`config.mk`:
```
export PLATFORM = sky130hd
export DESIGN_NAME = sign_max_track
export DESIGN_NICKNAME = d
export VERILOG_FILES = /design/src/rtl/sign_max_pkg.sv /design/src/rtl/sign_max_track.sv
export SDC_FILE = /design/constraint.sdc
export NUM_CORES = 1
export LEC_CHECK = 0
export ABC_AREA = 1
export CAP_MARGIN = 20
export CORE_MARGIN = 10
export CORE_UTILIZATION = 50
export DETAILED_ROUTE_END_ITERATION = 10
export MAX_ROUTING_LAYER = met4
export PLACE_DENSITY = 0.75
export SLEW_MARGIN = 20
export SYNTH_ARGS = -nofsm -noshare
export SYNTH_HDL_FRONTEND = slang
export SYNTH_SLANG_ARGS = --single-unit
```
`constraint.sdc`:
```
create_clock -name CLK -period 3.2 [get_ports CLK]
set_input_delay 0.64 -clock CLK [delete_from_list [all_inputs] [get_ports CLK]]
set_output_delay 0.64 -clock CLK [all_outputs]
set_load 0.02 [all_outputs]
```
`src/rtl/sign_max_pkg.sv`:
```
// -----------------------------------------------------------------------------
// sign_max_pkg
// Shared definitions for the signed frame-maximum tracker.
//   DATA_W : sample width (two's-complement signed)
//   CNT_W  : sample-count / index width
//   stateT : tracker FSM states (IDLE accepts, CMP resolves a compare, DONE
//            publishes the frame result)
// -----------------------------------------------------------------------------
package sign_max_pkg;

  localparam int DATA_W = 8;
  localparam int CNT_W  = 8;

  typedef enum logic [1:0] {
    IDLE = 2'd0,
    CMP  = 2'd1,
    DONE = 2'd2
  } stateT;

endpackage

```
`src/rtl/sign_max_track.sv`:
```
// -----------------------------------------------------------------------------
// sign_max_track
// Tracks the signed maximum of each frame of FRAME_LEN samples. The magnitude
// decision is made by an external signed comparator: the block presents the
// candidate on CMP_A and the running maximum on CMP_B, and uses only CMP_AGEB.
// Ties (CMP_AGEB=1 on equality) select the later sample.
//
// Parameters
//   FRAME_LEN  samples per frame, 1..255
// Ports
//   CLK        clock, rising edge
//   RESET_N    asynchronous active-low reset
//   DIN        signed input sample
//   DIN_VALID  DIN holds a sample
//   DIN_READY  sample accepted this cycle when DIN_VALID is also high
//   CMP_A      registered candidate sample to the comparator (DataA)
//   CMP_B      running maximum to the comparator (DataB)
//   CMP_AGEB   comparator result, CMP_A >= CMP_B (signed)
//   MAX_OUT    maximum of the last completed frame, held until the next one
//   MAX_IDX    0-based position of MAX_OUT in its frame (SIGN_MAX_IDX_EN only)
//   MAX_VALID  one-cycle pulse marking a new MAX_OUT
//
// Configuration macro: SIGN_MAX_IDX_EN adds MAX_IDX and the index tracking.
// -----------------------------------------------------------------------------
module sign_max_track
  import sign_max_pkg::*;
#(
  parameter int FRAME_LEN = 16
) (
  input  logic              CLK,
  input  logic              RESET_N,
  input  logic [DATA_W-1:0] DIN,
  input  logic              DIN_VALID,
  output logic              DIN_READY,
  output logic [DATA_W-1:0] CMP_A,
  output logic [DATA_W-1:0] CMP_B,
  input  logic              CMP_AGEB,
  output logic [DATA_W-1:0] MAX_OUT,
`ifdef SIGN_MAX_IDX_EN
  output logic [CNT_W-1:0]  MAX_IDX,
`endif
  output logic              MAX_VALID
);

  localparam logic [CNT_W-1:0] FRAME_CNT = CNT_W'(FRAME_LEN);

  stateT                     state;
  logic        [CNT_W-1:0]   count;
  logic signed [DATA_W-1:0]  runMax;
  logic signed [DATA_W-1:0]  cmpA;
  logic signed [DATA_W-1:0]  maxOut;
  logic                      maxValid;
  logic        [CNT_W-1:0]   countInc;
  logic signed [DATA_W-1:0]  nextMax;

`ifdef SIGN_MAX_IDX_EN
  logic        [CNT_W-1:0]   runIdx;
  logic        [CNT_W-1:0]   maxIdx;
  logic        [CNT_W-1:0]   nextIdx;
`endif

  assign countInc = count + 1'b1;

  // Running maximum after the pending compare resolves; used both to update
  // the running state and to publish the result in the same edge.
  assign nextMax  = CMP_AGEB ? cmpA : runMax;
`ifdef SIGN_MAX_IDX_EN
  assign nextIdx  = CMP_AGEB ? count : runIdx;
`endif

  always_ff @(posedge CLK or negedge RESET_N) begin
    if (!RESET_N) begin
      state    <= IDLE;
      count    <= '0;
      runMax   <= '0;
      cmpA     <= '0;
      maxOut   <= '0;
      maxValid <= 1'b0;
`ifdef SIGN_MAX_IDX_EN
      runIdx   <= '0;
      maxIdx   <= '0;
`endif
    end else begin
      maxValid <= 1'b0;
      case (state)
        IDLE: begin
          if (DIN_VALID) begin
            if (count == '0) begin
              // First sample seeds the running maximum, no compare needed.
              runMax <= DIN;
              cmpA   <= DIN;
              count  <= countInc;
`ifdef SIGN_MAX_IDX_EN
              runIdx <= '0;
`endif
              if (FRAME_LEN == 1) begin
                // Result is published on entry to DONE so MAX_OUT is already
                // valid during the MAX_VALID cycle.
                state    <= DONE;
                maxOut   <= DIN;
                maxValid <= 1'b1;
`ifdef SIGN_MAX_IDX_EN
                maxIdx   <= '0;
`endif
              end
            end else begin
              cmpA  <= DIN;
              state <= CMP;
            end
          end
        end

        CMP: begin
          // count still holds the candidate's 0-based position here.
          runMax <= nextMax;
          count  <= countInc;
`ifdef SIGN_MAX_IDX_EN
          runIdx <= nextIdx;
`endif
          if (countInc == FRAME_CNT) begin
            state    <= DONE;
            maxOut   <= nextMax;
            maxValid <= 1'b1;
`ifdef SIGN_MAX_IDX_EN
            maxIdx   <= nextIdx;
`endif
          end else begin
            state <= IDLE;
          end
        end

        DONE: begin
          count <= '0;
          state <= IDLE;
        end

        default: state <= IDLE;
      endcase
    end
  end

  assign DIN_READY = (state == IDLE);
  assign CMP_A     = cmpA;
  assign CMP_B     = runMax;
  assign MAX_OUT   = maxOut;
  assign MAX_VALID = maxValid;
`ifdef SIGN_MAX_IDX_EN
  assign MAX_IDX   = maxIdx;
`endif

endmodule

```
* Yosys cells after proc, flatten, opt, wreduce, memory -nomap -nowiden
Index checks and enable logic that the tools add are counted.
** Cells by class
- Reduce and logical (&&, ||, !) cells :: 9
- Add/subtract/negate cells :: 1
- Equal/unequal tests :: 6
- Muxes and demuxes :: 13
** Operators by type and width (count)
- two-way mux 8 bit :: 5
- case mux 8 bit (3 select lines) :: 1
- case mux 8 bit (2 select lines) :: 1
- adder 8 x 1 -> 8 bit, second input constant :: 1
- == test 8 x 5 -> 1 bit, second input constant :: 1
- logical NOT 8 bit :: 1
- two-way mux 2 bit :: 3
- AND reduction 2 bit :: 3
- AND reduction 3 bit :: 2
- != test 2 bit, second input constant :: 2
- case mux 2 bit (2 select lines) :: 1
- nonzero test 3 bit :: 1
- == test 2 x 1 -> 1 bit, second input constant :: 1
- == test 2 bit, second input constant :: 1
- logical NOT 2 bit :: 1
- two-way mux 1 bit :: 2
- != test 2 x 1 -> 1 bit, second input constant :: 1
- nonzero test 2 bit :: 1
** Storage, ports and cells
- Word-level logic and storage cells :: 35
- Output and inout port bits :: 26
- Register bits after elaboration :: 35
- Input bits :: 12

* Depth between registers and ports, before layout
Gate-level depths: netlist of run 1.
- Depth in word-level cells :: 4
- Depth in mapped cells :: 10
- Depth with buffers taken out :: 10

* Least setup slack after synthesis of run 1
No wires, ideal clock.
- Kind :: register to register
- From :: reg count[1]
- To :: reg maxOut[0] (netlist: MAX_OUT[0])
- Stages on the path, launching flop included :: 9
- Library setup time :: 0.117 ns
- Required time :: 3.083 ns
- Setup slack :: 1.709 ns
- Path buffers :: 0
- Arrival :: 1.374 ns
- Cell sequence :: dfrtp_1 -> ha_1 -> nand3_2 -> o21ai_1 -> nand2_2 -> nor2_8 -> nand2_4 -> nand2_1 -> nand2_1
** Between the ends
- Cells in the longest elaborated chain, start to end :: 3
** Ends and longest elaborated chain
- start: declaration :: RTL line sign_max_track.sv:48 : logic [CNT_W-1:0] count;
- start signal: assignment :: RTL line sign_max_track.sv:92 : count <= countInc;
- start signal: assignment :: RTL line sign_max_track.sv:116 : count <= countInc;
- adder 8 x 1 -> 8 bit :: RTL line sign_max_track.sv:62 : assign countInc = count + 1'b1;
- == test 8 x 5 -> 1 bit :: RTL line sign_max_track.sv:120 : if (countInc == FRAME_CNT) begin
- AND reduction 2 bit (no source line)
- end signal: assignment :: RTL line sign_max_track.sv:122 : maxOut <= nextMax;
- end: declaration :: RTL line sign_max_track.sv:51 : logic signed [DATA_W-1:0] maxOut;
Every way passes these cells.
A chain may end at the register's enable or synchronous reset.

* Worst setup path in the final report of run 1
- From :: reg state[1]
- To :: out DIN_READY
** Between the ends
- Cells in the longest elaborated chain, start to end :: 1
** Ends and longest elaborated chain
- start: declaration :: RTL line sign_max_track.sv:47 : stateT state;
- start signal: assignment :: RTL line sign_max_track.sv:73 : state <= IDLE;
- start signal: assignment :: RTL line sign_max_track.sv:99 : state <= DONE;
- start signal: assignment :: RTL line sign_max_track.sv:108 : state <= CMP;
- logical NOT 2 bit :: RTL line sign_max_track.sv:142 : assign DIN_READY = (state == IDLE);
- end: declaration :: RTL line sign_max_track.sv:34 : output logic DIN_READY,
Every way passes these cells.

==> impl_results.md, run 1 <==
* Status: finished clean
* H-tree depth at 2
* Total global routing overflow at 0
* # DRC at 0
* Ys Warns at 0
* Clk Latency, worst-skew pair at 0.29 ns
* First-pass GRT wire length at 7.245 mm
* Sum Neg Setup Slack at 0 ns
* Dpl hpwl at 3.086 mm
* Antenna cell count at 0
* Net count after synthesis at 245
* Worst-margin pin slew at 0.4713 ns
* Port bufs at 37
* Cell area after synthesis at between 0.0015 and 0.002 mm2
* Max VDD drop at 493.8 uV
* P_leak at 0.001151 uW
* Worst Setup End Kind: output port
* RSZ-0062 raised after global routing: false
* Most frequent cells in the layout: nand2_1, clkdlybuf4s50_1, dfrtp_1
* Io pins at 38
* Layout Nets at 284
* # rows at 22
* Crit path time final at 2.180 ns
* Final Max Slew Viols at 0
* Chip width at 80.92 um
* RePlAce Congestion at 0.8409
* Initial DRC Count at 70
* #FFs+latches synth at 35
* Final setup viols at 0
* Final Power at 2044 uW
* CTS max path bufs at 2
* Sequential area share after synthesis at 47.20%
* Via density at approximately 4.9
* Number of max-cap violations at 0
* Die area at ~0.0065 mm2
* Rel. slew slack at 68.50%
* Area Growth Syn to Fin at 27.24%
* Vias in the first global route at 1,512
* Synth top area share at 47.20%
* Clock transition at path regs at approximately 0.07 ns
* Post-synth top area cell: dfrtp_1
* Count of cell types in the netlist at 24
* Post-Syn Instances at 230
* Worst-path maximum fanout at 3
* Most area-consuming cells after synthesis: dfrtp_1, nand2_1, o21ai_0
* Power density cells at 865.6 mW/mm2
* Antenna Violating Nets Remaining at 0
* CTS tree: yes
* Root Buffer: clkbuf_8
* R2r setup slk at about 1.5 ns
* WP data arrival at 1.54 ns
* Most common cell after layout, fill and taps aside: nand2_1
* Layout cell share with drive strength beyond 1 at between 10% and 20%
* Fmax at 458.8 MHz
* Worst Hold Class: reg -> reg
* DIE HEIGHT at between 80 and 90 um
* Hold Vio Cnt, Final at 0
* Post-CTS sizing at 0
* Critical Path Start Type: register
* Clock buffers created by TritonCTS at 5
* Clock sink total at 35
* Initial antenna violation count at 0
* Post-CTS Setup Inserts at 0
* Initial Utilization at 51.07%
* Worst Reg2Reg Path Length in Cells at 10
* Hold_buf cts at 0
* Synth Area per Inst at 8.068 um2
* Routed WL per cell at 13.16 um
* Final WL at 4.184 mm
* Core footprint at between 0.003 and 0.004 mm2
* Setup Skew at 0.01123 ns
* Critical path class: reg -> out
* Worst hold stages at 2
* CP Data Required Time at 2.56 ns
* DR pass1 iterations at 4
* Period utilization at 68.12%
* Via count at around 1.6k
* Largest net degree at the start of global routing at 36
* Global Route Usage Sum at 14.46%
==> layer usage <==
layer | GRT usage, % | vias up | routed length, um
li1 | - | 806 | -
met3 | 5.077 | 4 | 337
met1 | 20.28 | 696 | 2105
met2 | 18.63 | 60 | 1688
met4 | 4.844 | 0 | 53
met5 | - | - | 0
==> state kept, by name, indices dropped and copies added (netlist names) <==
register   cells
MAX_VALID      1
MAX_OUT        8
state          2
CMP_A          8
CMP_B          8
count          8
==> worst paths after layout <==
path,endpoint,from
hold / removal,MAX_OUT[2],MAX_OUT[2]
min in group asynchronous,MAX_OUT[5],RESET_N
setup reg to reg,MAX_OUT[3],count[1]
hold reg to reg,MAX_OUT[2],MAX_OUT[2]
setup / recovery,DIN_READY,state[1]
max in group asynchronous,MAX_OUT[7],RESET_N
==> critical path, cell delays in order (launching register included) <==
cell and delay, ns:
dfrtp_1 0.44, inv_2 0.10, nand2_2 0.06, inv_2 0.06
clkdlybuf4s50_1 0.60
==> Yosys cell counts, drive strengths merged <==
library cell	instances
mux2	1
ha	3
buf	6
nand3	18
inv	30
o21ai	32
a21oi	2
nor2	12
nand2	85
dfrtp	35
nand4	4
nand3b	1
mux2i	1
==> per-stage QoR <==
stage	cell area [um2]	utilization [%]	setup WS [ns]	hold WS [ns]	instances
after floorplan	1856	-	1.709	0.3444	230
after global placement	2248	61.88	1.265	0.4557	310
after detailed placement	2248	61.88	1.154	0.4595	310
after CTS	2361	64.98	1.015	0.4784	318
after global routing	2361	64.98	0.9361	0.4969	318
final	2361	64.98	1.020	0.4750	318
==> power by group <==
| part | internal [uW] | switching [uW] |
|---|---|---|
| logic | 375 | 532 |
| clock network | 232 | 168 |
| registers | 586 | 150 |
==> cell type report <==
cell class                 count  area (um2)
clock inverter                 3       43.79
fill                         317        1272
sequential                    35       875.8
clock buffer                   5       68.82
inverter                      30       112.6
tap                           48       60.06
multi-input combinational    159       822.0
timing repair buffer          38       377.9
==> logic make-up (layout without fill, tap and decap cells) <==
family	count (synthesis)	in the layout	synth area share, %
AOI/OAI and AO/OA	34	34	9.171
muxes	2	2	1.146
buffers and inverters	36	76	8.496
adders and majority gates	3	3	2.023
and+or+nand+nor	120	120	31.96
DFF	35	35	47.20
Note: power is estimated with default switching activity, not from simulation.
==> run 2, diff against run 1 <==
clock period = 2.1 ns   (was 3.2 ns; I/O delays follow)
==> run 2 against run 1 <==
  * Hold slack hardly changed
  * Critical path depth stayed put
  * Count of clock-buffer cells in the layout stayed put
  * Combinational power is 52% higher
  * Utilization is 0.45 points lower
  * Flip-flop and latch count stayed put
  * Sequential power is 54% higher
  * Via count is 0.45% higher
  * Clock skew is 0.0037 ns lower
  * Non-clock buffer count is 1 higher
==> impl_results.md, run 2 (synthesis gave the netlist of run 1 again) <==
* Routed WL per cell at 13.36 um (+1.5%)
* Initial Utilization at 51.07% (unchanged)
* Clock transition at path regs at 0.08 ns (about the same)
* Buf/Inv on CP at 3 (unchanged)
* Antenna Violating Nets Remaining at 0 (unchanged)
* CP Data Required Time at 1.68 ns (-0.88 ns)
* Vias in the first global route at 1,554 (+2.8%)
* Hold Vio Cnt, Final at 0 (unchanged)
* Period utilization at 94.86%
* DR pass1 iterations at 4 (unchanged)
* Port bufs at 37 (unchanged)
* Io pins at 38 (unchanged)
* Cells along the critical path: inv_2, nand2_2, inv_2, clkdlybuf4s50_1
* Die area at 0.006548 mm2 (unchanged)
* Largest net degree at the start of global routing at 36 (unchanged)
* First-pass GRT wire length at 7.058 mm (-2.6%)
* Crit path time final at 1.992 ns
* Power density cells at 1281 mW/mm2 (+48%)
* Layout Nets at 285 (+0.35%)
* CTS tree: yes
* GR Util met2 at 19.67% (+1.0 points)
* Most used routing layer: met2
* RePlAce Congestion at 0.8307 (-1.2%)
* Delay-heaviest family, CP: buffers and inverters
* Worst Hold Class: reg -> reg
* CTS max path bufs at 2 (unchanged)
* Antenna cell count at 0 (unchanged)
* Layout cell share with drive strength beyond 1 at 12.55% (+0.32 points)
* H-tree depth at 2 (unchanged)
* Finished Cell Area at 0.002345 mm2 (-0.69%)
* Post-CTS sizing at 0 (unchanged)
* Setup Skew at 0.007499 ns (-0.003732 ns)
* Fmax at 502.0 MHz
* Worst-margin pin slew at 0.4396 ns (-0.03178 ns)
* Via density at 4.931 (+0.13%)
* Global Route Usage Sum at 13.87% (-0.58 points)
* Most common cell after layout, fill and taps aside: nand2_1
* Post-CTS Setup Inserts at 0 (unchanged)
* Number of max-cap violations at 0 (unchanged)
* Core footprint at 0.003633 mm2 (unchanged)
* Final hold slack at 0.4748 ns (-0.0002070 ns)
* Most frequent cells in the layout: nand2_1, clkdlybuf4s50_1, dfrtp_1
* Rel. slew slack at 70.62% (+2.1 points)
* P_leak at 0.001137 uW (-1.2%)
* Status: finished clean
* Dpl hpwl at 3.150 mm (+2.1%)
* Final worst slack at 0.1080 ns (-0.9123 ns)
* Chip width at 80.92 um (unchanged)
* Met3 Use GR at 3.311% (-1.8 points)
* Total global routing overflow at 0 (unchanged)
* Root Buffer: clkbuf_8
* Critical path class: reg -> out
* Final WL at 4.261 mm (+1.8%)
* RSZ-0062 raised after global routing: false
* Final Power at 3003 uW (+47%)
* Critical Path Start Type: register
* Worst Setup End Kind: output port
* Grt met1 use at 18.31% (-2.0 points)
* Worst-path maximum fanout at 3 (unchanged)
* Max incr delay on CP at 0.60 ns (about the same)
* Max VDD drop at 669.2 uV (+36%)
* Clock buffers created by TritonCTS at 5 (unchanged)
* Hold_buf cts at 0 (unchanged)
* # DRC at 0 (unchanged)
* # rows at 22 (unchanged)
* Final setup viols at 0 (unchanged)
* Slowest cell on the critical path: clkdlybuf4s50_1
* Pre-CTS WS at 0.3292 ns (-0.8249 ns)
* Cell mode on critical path: inv_2
* Clock sink total at 35 (unchanged)
* Clk Latency, worst-skew pair at 0.29 ns (about the same)
* Sum Neg Setup Slack at 0 ns (unchanged)
* Initial DRC Count at 92 (+31%)
* Final Max Slew Viols at 0 (unchanged)
* Initial antenna violation count at 0 (unchanged)
* DIE HEIGHT at 80.92 um (unchanged)
* Via count at 1,573 (+0.45%)
* Placed inst area at 0.002256 mm2 (+0.33%)
* Area Growth Syn to Fin at 26.37%
* WP data arrival at 1.57 ns (+0.03 ns)
run 2: worst paths after layout:
check,end,slack (ns),start,cells past startpoint
setup / recovery,DIN_READY,0.11,state[1],4
min in group asynchronous,MAX_OUT[5],0.53,RESET_N,2
max in group asynchronous,count[0],1.26,RESET_N,2
hold / removal,MAX_OUT[0],0.47,MAX_OUT[0],2
setup reg to reg,MAX_OUT[5],0.40,count[1],10
hold reg to reg,MAX_OUT[0],0.47,MAX_OUT[0],2
run 2: stage by stage:
step	cells	util, %
final	319	64.53
after global routing	319	64.53
after CTS	319	64.53
after detailed placement	311	62.09
after global placement	311	62.09
after floorplan	230	-
run 2: area by class of cell:
class | instances | area, um2
fillers | 334 | 1289
flip-flops and latches | 35 | 875.8
multi-input cells | 159 | 822.0
repair buffers | 39 | 385.4
inverters | 30 | 112.6
clock buffers | 5 | 68.82
well taps | 48 | 60.06
clock inverters | 3 | 20.02
run 2: where the power goes:
part / internal (uW) / switching (uW) / total, uW
registers: 893 / 234 / 1130
clock network: 231 / 262 / 492
logic: 577 / 807 / 1380
total: 1700 / 1300 / 3000
run 2: worst reg2reg max path, stage by stage (launching register included):
cell,delay [ns]
dfrtp_1,0.47
ha_1,0.28
inv_2,0.04
nand2_1,0.05
nand2_1,0.08
nor2_2,0.12
nand3_2,0.14
nor2_8,0.18
nand2_4,0.11
nand2_1,0.08
nand2_1,0.05
run 2: routing by layer:
| metal | vias to the layer above | wire length [um] |
|---|---|---|
| li1 | 804 | - |
| met1 | 729 | 2215 |
| met2 | 32 | 1786 |
| met3 | 8 | 179 |
| met4 | 0 | 80 |
| met5 | - | 0 |
